## src/rtl/gpio_pkg.sv

```systemverilog
// -----------------------------------------------------------------------------
// gpio_pkg
//   Shared definitions for the native-bus GPIO peripheral: register offsets
//   inside the 256-byte window, bus FSM state encoding, default base address
//   and small decode helpers used by the register block.
// -----------------------------------------------------------------------------
package gpio_pkg;

  localparam logic [31:0] GPIO_DEFAULT_BASE = 32'h1000_0000;

  // Byte offsets inside the register window; only bits [7:2] are decoded.
  localparam logic [7:0] GPIO_OUT_OFS  = 8'h00;
  localparam logic [7:0] GPIO_DIR_OFS  = 8'h04;
  localparam logic [7:0] GPIO_IN_OFS   = 8'h08;
  localparam logic [7:0] GPIO_IEN_OFS  = 8'h0C;
  localparam logic [7:0] GPIO_STAT_OFS = 8'h10;
  localparam logic [7:0] GPIO_SET_OFS  = 8'h14;
  localparam logic [7:0] GPIO_CLR_OFS  = 8'h18;

  typedef enum logic {
    ST_IDLE = 1'b0,
    ST_RESP = 1'b1
  } gpio_state_e;

  // Word-aligned offset match: byte-lane bits [1:0] are ignored.
  function automatic logic ofs_hit(input logic [7:0] addr_lo, input logic [7:0] ofs);
    return addr_lo[7:2] == ofs[7:2];
  endfunction

  // Expand the four byte strobes into a 32-bit bit mask.
  function automatic logic [31:0] strb_to_mask(input logic [3:0] strb);
    logic [31:0] m;
    for (int k = 0; k < 4; k++) begin
      m[8*k +: 8] = {8{strb[k]}};
    end
    return m;
  endfunction

endpackage

```

## src/rtl/gpio_sync_edge.sv

```systemverilog
// -----------------------------------------------------------------------------
// gpio_sync_edge
//   Two-flop synchroniser for asynchronous pin inputs followed by a third flop
//   holding the previous synchronised value, giving a one-cycle rise pulse.
//
//   Ports:
//     clk      in   system clock
//     reset_n  in   asynchronous active-low reset
//     pin_i    in   WIDTH asynchronous pin levels
//     sync_o   out  WIDTH synchronised pin levels (2 cycles behind pin_i)
//     rise_o   out  WIDTH rising-edge pulses (sync_o & ~previous sync_o)
// -----------------------------------------------------------------------------
module gpio_sync_edge #(
  parameter int WIDTH = 8
) (
  input  logic             clk,
  input  logic             reset_n,
  input  logic [WIDTH-1:0] pin_i,
  output logic [WIDTH-1:0] sync_o,
  output logic [WIDTH-1:0] rise_o
);

  logic [WIDTH-1:0] meta_q;
  logic [WIDTH-1:0] sync_q;
  logic [WIDTH-1:0] prev_q;

  // NOTE: sequential state uses non-blocking assignments so every flop samples
  // the pre-edge value of its neighbour; blocking here would collapse the chain.
  always_ff @(posedge clk or negedge reset_n) begin
    if (!reset_n) begin
      meta_q <= '0;
      sync_q <= '0;
      prev_q <= '0;
    end else begin
      meta_q <= pin_i;
      sync_q <= meta_q;
      prev_q <= sync_q;
    end
  end

  assign sync_o = sync_q;
  assign rise_o = sync_q & ~prev_q;

endmodule

```

## src/rtl/gpio_native_periph.sv

```systemverilog
// -----------------------------------------------------------------------------
// gpio_native_periph
//   GPIO peripheral on the picorv32 native memory bus. Every selected access
//   takes two cycles: the accepting edge performs any write and captures read
//   data, the following cycle presents mem_ready/mem_rdata for one cycle.
//
//   Registers (word offsets in the 256-byte window at BASE_ADDR):
//     0x00 OUT  RW      0x04 DIR  RW      0x08 IN   RO (synchronised pins)
//     0x0C IEN  RW      0x10 STAT R/W1C   0x14 SET  WO   0x18 CLR  WO
//
//   Ports:
//     clk, reset_n        clock, asynchronous active-low reset
//     mem_valid/addr/     native bus request (wstrb == 0 means read)
//       wdata/wstrb
//     mem_ready           one-cycle acknowledge
//     mem_rdata           read data, zero when mem_ready is low
//     gpio_in             asynchronous pin inputs
//     gpio_out, gpio_oe   pin drive value and output enable
//     irq                 level interrupt, |(STAT & IEN)
// -----------------------------------------------------------------------------
module gpio_native_periph
  import gpio_pkg::*;
#(
  parameter logic [31:0] BASE_ADDR = GPIO_DEFAULT_BASE,
  parameter int          N_GPIO    = 8
) (
  input  logic              clk,
  input  logic              reset_n,
  input  logic              mem_valid,
  input  logic [31:0]       mem_addr,
  input  logic [31:0]       mem_wdata,
  input  logic [3:0]        mem_wstrb,
  output logic              mem_ready,
  output logic [31:0]       mem_rdata,
  input  logic [N_GPIO-1:0] gpio_in,
  output logic [N_GPIO-1:0] gpio_out,
  output logic [N_GPIO-1:0] gpio_oe,
  output logic              irq
);

  gpio_state_e       state_q, state_d;
  logic [N_GPIO-1:0] out_q, out_d;
  logic [N_GPIO-1:0] dir_q, dir_d;
  logic [N_GPIO-1:0] ien_q, ien_d;
  logic [N_GPIO-1:0] stat_q, stat_d;
  logic [31:0]       rdata_q, rdata_d;

  logic [N_GPIO-1:0] in_sync;
  logic [N_GPIO-1:0] in_rise;
  logic [N_GPIO-1:0] w1c;
  logic [N_GPIO-1:0] rd_bits;

  logic              sel;
  logic              accept;
  logic              do_write;
  logic [31:0]       wmask32;
  logic [N_GPIO-1:0] wmask;
  logic [N_GPIO-1:0] wbits;
  logic [7:0]        addr_lo;

  gpio_sync_edge #(.WIDTH(N_GPIO)) u_sync_edge (
    .clk     (clk),
    .reset_n (reset_n),
    .pin_i   (gpio_in),
    .sync_o  (in_sync),
    .rise_o  (in_rise)
  );

  assign sel      = mem_valid && (mem_addr[31:8] == BASE_ADDR[31:8]);
  // A request is only taken in IDLE, so a mem_valid held through RESP
  // cannot produce a second write.
  assign accept   = (state_q == ST_IDLE) && sel;
  assign do_write = accept && (mem_wstrb != 4'b0000);
  assign addr_lo  = mem_addr[7:0];
  assign wmask32  = strb_to_mask(mem_wstrb);
  assign wmask    = wmask32[N_GPIO-1:0];
  assign wbits    = mem_wdata[N_GPIO-1:0] & wmask;

  // Upper data/mask bits have no register behind them when N_GPIO < 32.
  if (N_GPIO < 32) begin : g_hi_bits
    logic unused_hi;
    assign unused_hi = ^{mem_wdata[31:N_GPIO], wmask32[31:N_GPIO]};
  end

  // Bus FSM next state.
  always_comb begin
    state_d = state_q;
    unique case (state_q)
      ST_IDLE: if (sel) state_d = ST_RESP;
      ST_RESP: state_d = ST_IDLE;
      default: state_d = ST_IDLE;
    endcase
  end

  // Read mux: samples register state before this edge's updates.
  always_comb begin
    rd_bits = '0;
    rdata_d = '0;
    if      (ofs_hit(addr_lo, GPIO_OUT_OFS))  rd_bits = out_q;
    else if (ofs_hit(addr_lo, GPIO_DIR_OFS))  rd_bits = dir_q;
    else if (ofs_hit(addr_lo, GPIO_IN_OFS))   rd_bits = in_sync;
    else if (ofs_hit(addr_lo, GPIO_IEN_OFS))  rd_bits = ien_q;
    else if (ofs_hit(addr_lo, GPIO_STAT_OFS)) rd_bits = stat_q;
    rdata_d[N_GPIO-1:0] = rd_bits;
  end

  // Register write effects, each gated by its byte strobes.
  // NOTE: every signal driven here gets a default first so no path leaves it
  // unassigned, which would otherwise infer a latch.
  always_comb begin
    out_d = out_q;
    dir_d = dir_q;
    ien_d = ien_q;
    w1c   = '0;
    if (do_write) begin
      if      (ofs_hit(addr_lo, GPIO_OUT_OFS))  out_d = (out_q & ~wmask) | wbits;
      else if (ofs_hit(addr_lo, GPIO_DIR_OFS))  dir_d = (dir_q & ~wmask) | wbits;
      else if (ofs_hit(addr_lo, GPIO_IEN_OFS))  ien_d = (ien_q & ~wmask) | wbits;
      else if (ofs_hit(addr_lo, GPIO_STAT_OFS)) w1c   = wbits;
      else if (ofs_hit(addr_lo, GPIO_SET_OFS))  out_d = out_q | wbits;
      else if (ofs_hit(addr_lo, GPIO_CLR_OFS))  out_d = out_q & ~wbits;
    end
    // A new enabled edge outranks a simultaneous write-1-to-clear.
    stat_d = (stat_q & ~w1c) | (in_rise & ien_q);
  end

  always_ff @(posedge clk or negedge reset_n) begin
    if (!reset_n) begin
      state_q <= ST_IDLE;
      out_q   <= '0;
      dir_q   <= '0;
      ien_q   <= '0;
      stat_q  <= '0;
      rdata_q <= '0;
    end else begin
      state_q <= state_d;
      out_q   <= out_d;
      dir_q   <= dir_d;
      ien_q   <= ien_d;
      stat_q  <= stat_d;
      if (accept) rdata_q <= rdata_d;
    end
  end

  assign mem_ready = (state_q == ST_RESP);
  assign mem_rdata = mem_ready ? rdata_q : 32'h0;
  assign gpio_out  = out_q;
  assign gpio_oe   = dir_q;
  assign irq       = |(stat_q & ien_q);

endmodule

```

## config.mk

```make
export PLATFORM = sky130hd
export DESIGN_NAME = gpio_native_periph
export DESIGN_NICKNAME = d
export VERILOG_FILES = /design/src/rtl/gpio_pkg.sv /design/src/rtl/gpio_sync_edge.sv /design/src/rtl/gpio_native_periph.sv
export SDC_FILE = /design/constraint.sdc
export NUM_CORES = 1
export LEC_CHECK = 0
export ABC_AREA = 1
export BUFFER_PORTS_ARGS = -buffer_cell sky130_fd_sc_hd__buf_4
export CELL_PAD_IN_SITES_DETAIL_PLACEMENT = 0
export CELL_PAD_IN_SITES_GLOBAL_PLACEMENT = 2
export CORE_MARGIN = 10
export CORE_UTILIZATION = 28
export CTS_BUF_LIST = sky130_fd_sc_hd__clkbuf_4
export DETAILED_ROUTE_END_ITERATION = 6
export GPL_ROUTABILITY_DRIVEN = 0
export GPL_TIMING_DRIVEN = 0
export HOLD_SLACK_MARGIN = 0.02
export PLACE_DENSITY_LB_ADDON = 0.3
export SLEW_MARGIN = 10
export SYNTH_ARGS = -nofsm -noshare
export SYNTH_HDL_FRONTEND = slang
export SYNTH_SLANG_ARGS = --single-unit
```

## constraint.sdc

```tcl
create_clock -name clk -period 1.8 [get_ports clk]
set_input_delay 0 -clock clk [delete_from_list [all_inputs] [get_ports clk]]
set_output_delay 0 -clock clk [all_outputs]
set_load 0.005 [all_outputs]
```

==> metrics.md <==
| Metric | Value |
|---|---|
| F_max | `597 MHz` |
| Post-route ant nets | `0` |
| Worst Path Arrival | `1.98 ns` |
| CTS tree | `yes` |
| H-tree depth | `3` |
| Max transition margin | `0.451` |
| CP Capture Type | `flop` |
| Reg power frac | `0.507` |
| CP bufs+invs | `3` |
| Synth Instances | `455` |
| Tmin final | `1.67 ns` |
| Slew Viols, Final | `0` |
| Worst VDD drop | `0.364 mV` |
| Largest net degree at the start of global routing | `66` |
| Max Root-Sink Buffers | `2` |
| Post-Syn Area | `0.00349 sq mm` |
| Clk network pwr share | `0.389` |
| Total clock sinks | `65` |
| Status | `completed` |
| Final Hold Viols | `0` |
| Iter 0 DRT Violations | `167` |
| All-Layer GR Usage | `0.121` |
| Core box area | `0.0121 sq mm` |
| Clock transition at path regs | `0.11 ns` |
| Diode count | `0` |
| # setup viols final | `0` |
| Core Util, Final | `0.395` |
| Nets | `667` |
| Port Buffers | `78` |
| Setup CP Type | `flop to flop` |
| Initial antenna violation count | `0` |
| Root buf cell | `clkbuf_4` |
| Count of different cell masters after synthesis | `28` |
| Internal Dissipation | `2.23 mW` |
| Seq/Total Area, Yosys | `0.466` |
| CP cell instances | `buf_6 -> nor2_4 -> nand2_2 -> nor2_4 -> nand2_4 -> nor2_8 -> nand2_4 -> buf_6 -> o21ai_1 -> inv_1` |
| PwrDens | `618 mW/mm^2` |
| Vias in the first global route | `3,312` |
| Flop and latch count out of synthesis | `65` |
| RSZ-0062 raised after global routing | `true` |
| DRC violations left | `0` |
| DIE HEIGHT | `132 um` |
| Routed via count | `3,106` |
| I/O pin cnt | `129` |
| First-pass GRT wire length | `16.9 mm` |
| Critical Path Max Stage Delay | `0.40 ns` |
| GRT overflow | `0` |
| CTS buffer count | `9` |
| WL/cell | `13.4 um` |
| Share of cells above drive strength 1 | `0.268` |
| Worst Tran Pin Value | `0.823 ns` |
| Layout area overhead | `37.0%` |
| Pleak | `2.60 nW` |
| DR vias/cell | `4.08` |
| Die footprint | `0.0173 sq mm` |
| Worst-path maximum fanout | `10` |
| Worst Hold Class | `input pin to flop` |
| Final Skew | `0.0178 ns` |
| Yosys warns | `0` |
| Max Cap Viol | `0` |
| Comb power frac | `0.104` |
| CP startpoint kind | `flop` |
| Worst path slowest cell | `dfrtp_1` |
| FP Rows | `40` |
| Initial Utilization | `0.288` |
| Period utilisation layout | `0.930` |
| Post-Layout Cell Count | `761` |
| Syn avg cell area | `7.67 sq um` |
| Drt first pass iters | `4` |
| Req. time, crit path | `2.11 ns` |
| Sw Share | `0.245` |
| Total wire length | `10.2 mm` |
| Design Power | `2.95 mW` |
| Worst-Skew Late Latency | `0.41 ns` |
| Setup TNS | `0 ns` |
| CP top delay family | `simple AND/OR/NAND/NOR gates` |
| DP HPWL | `8.04 mm` |
| Inst Count DP | `724` |
| Dpl cell area | `0.00437 sq mm` |
| DIE WIDTH | `132 um` |
| Final instance area | `0.00478 sq mm` |
| Switch Pwr | `0.725 mW` |
==> worst paths after layout <==
kind	from	to	slack [ns]	cells after the start
setup / recovery	mem_ready	flop	0.13	10
hold / removal	mem_wstrb[2]	flop	0.10	6
setup reg to reg	mem_ready	flop	0.13	10
hold reg to reg	u_sync_edge.meta_q[0]	u_sync_edge.sync_o[0]	0.36	0
max in group asynchronous	reset_n	asynchronous set/reset pin	1.04	2
min in group asynchronous	reset_n	u_sync_edge.sync_o[6]	0.22	2
==> stage by stage <==
step	hold slack (ns)	setup WS, ns
after floorplan	-0.296	0.293
after global placement	0.110	0.0779
after detailed placement	0.110	0.0504
after CTS	0.0704	0.0382
after global routing	0.106	-0.0138
final	0.102	0.126
==> what timing repair did <==
action                                  CTS  global route
gates resized for setup                   0             6
hold endpoints to repair                 97             0
hold buffers                             19             0
endpoints found under the setup margin    0            10
setup buffers                             0             1
==> cell usage in the layout (no fill, tap or decap), types with 3 or more instances in the layout <==
master / n
a21oi_1: 8
buf_4: 104
buf_6: 3
clkbuf_4: 10
conb_1: 24
dfrtp_1: 65
dlygate4sd3_1: 19
inv_1: 78
inv_2: 3
nand2_1: 123
nand2_2: 3
nand2_4: 3
nand3_1: 22
nand4_1: 7
nor2_1: 61
nor2_2: 5
nor2_4: 4
o211ai_1: 5
o21ai_1: 15
o21ai_2: 9
==> tightest hold or removal path, stage by stage <==
cell and delay, ns:
buf_4 0.08, nor4_2 0.06, inv_2 0.12, nand4_1 0.10
nand2_1 0.06, nand2_1 0.05
==> routing by layer <==
layer  vias to the layer above  global-route usage  share of wire
li1                       1604                   -              -
met1                      1402               0.152           0.46
met2                        84               0.195           0.47
met3                        16              0.0282          0.051
met4                         0              0.0488          0.021
met5                         -                   0              0
==> power by group through the flow <==
stage | combinational (mW) | clock (mW) | sequential (mW)
after floorplan | 0.124 | 0 | 1.52
after global placement | 0.276 | 0 | 1.53
after detailed placement | 0.279 | 0 | 1.53
after CTS | 0.311 | 1.20 | 1.50
after global routing | 0.350 | 1.27 | 1.50
final | 0.308 | 1.15 | 1.50
==> layout make-up <==
cell class	count	area, sq um
fill	1306	7330
sequential	65	1630
multi-input combinational	301	1420
timing repair buffer	99	808
inverter	81	304
buffer	31	246
tap	168	210
clock inverter	6	92.6
clock buffer	10	75.1
==> cells in the mapped netlist <==
library cell | n | share of area
a21oi_1 | 8 | 0.011
a221oi_1 | 2 | 0.0050
and2_0 | 1 | 0.0018
buf_2 | 2 | 0.0029
buf_4 | 25 | 0.054
buf_6 | 3 | 0.0097
buf_8 | 1 | 0.0043
conb_1 | 1 | 0.0011
dfrtp_1 | 65 | 0.47
inv_1 | 78 | 0.084
inv_2 | 3 | 0.0032
nand2_1 | 123 | 0.13
nand2_2 | 4 | 0.0072
nand2_4 | 2 | 0.0065
nand2_8 | 1 | 0.0057
nand3_1 | 22 | 0.032
nand3b_1 | 2 | 0.0043
nand4_1 | 7 | 0.013
nor2_1 | 65 | 0.070
nor2_2 | 2 | 0.0036
nor2_4 | 3 | 0.0097
nor2_8 | 1 | 0.0057
nor3_2 | 1 | 0.0029
nor4_2 | 2 | 0.0072
o211ai_1 | 5 | 0.011
o21ai_0 | 2 | 0.0029
o21ai_1 | 15 | 0.022
o21ai_2 | 9 | 0.023
==> kinds of logic (layout without fill, tap and decap cells) <==
family                 after synthesis  count (layout)  share of synthesized area
AOI/OAI and AO/OA                   41              41                     0.0742
and+or+nand+nor                    236             236                      0.301
DFF                                 65              65                      0.466
other                                1              24                    0.00107
buffers and inverters              112             227                      0.158
Note: power is estimated with default switching activity, not from simulation.
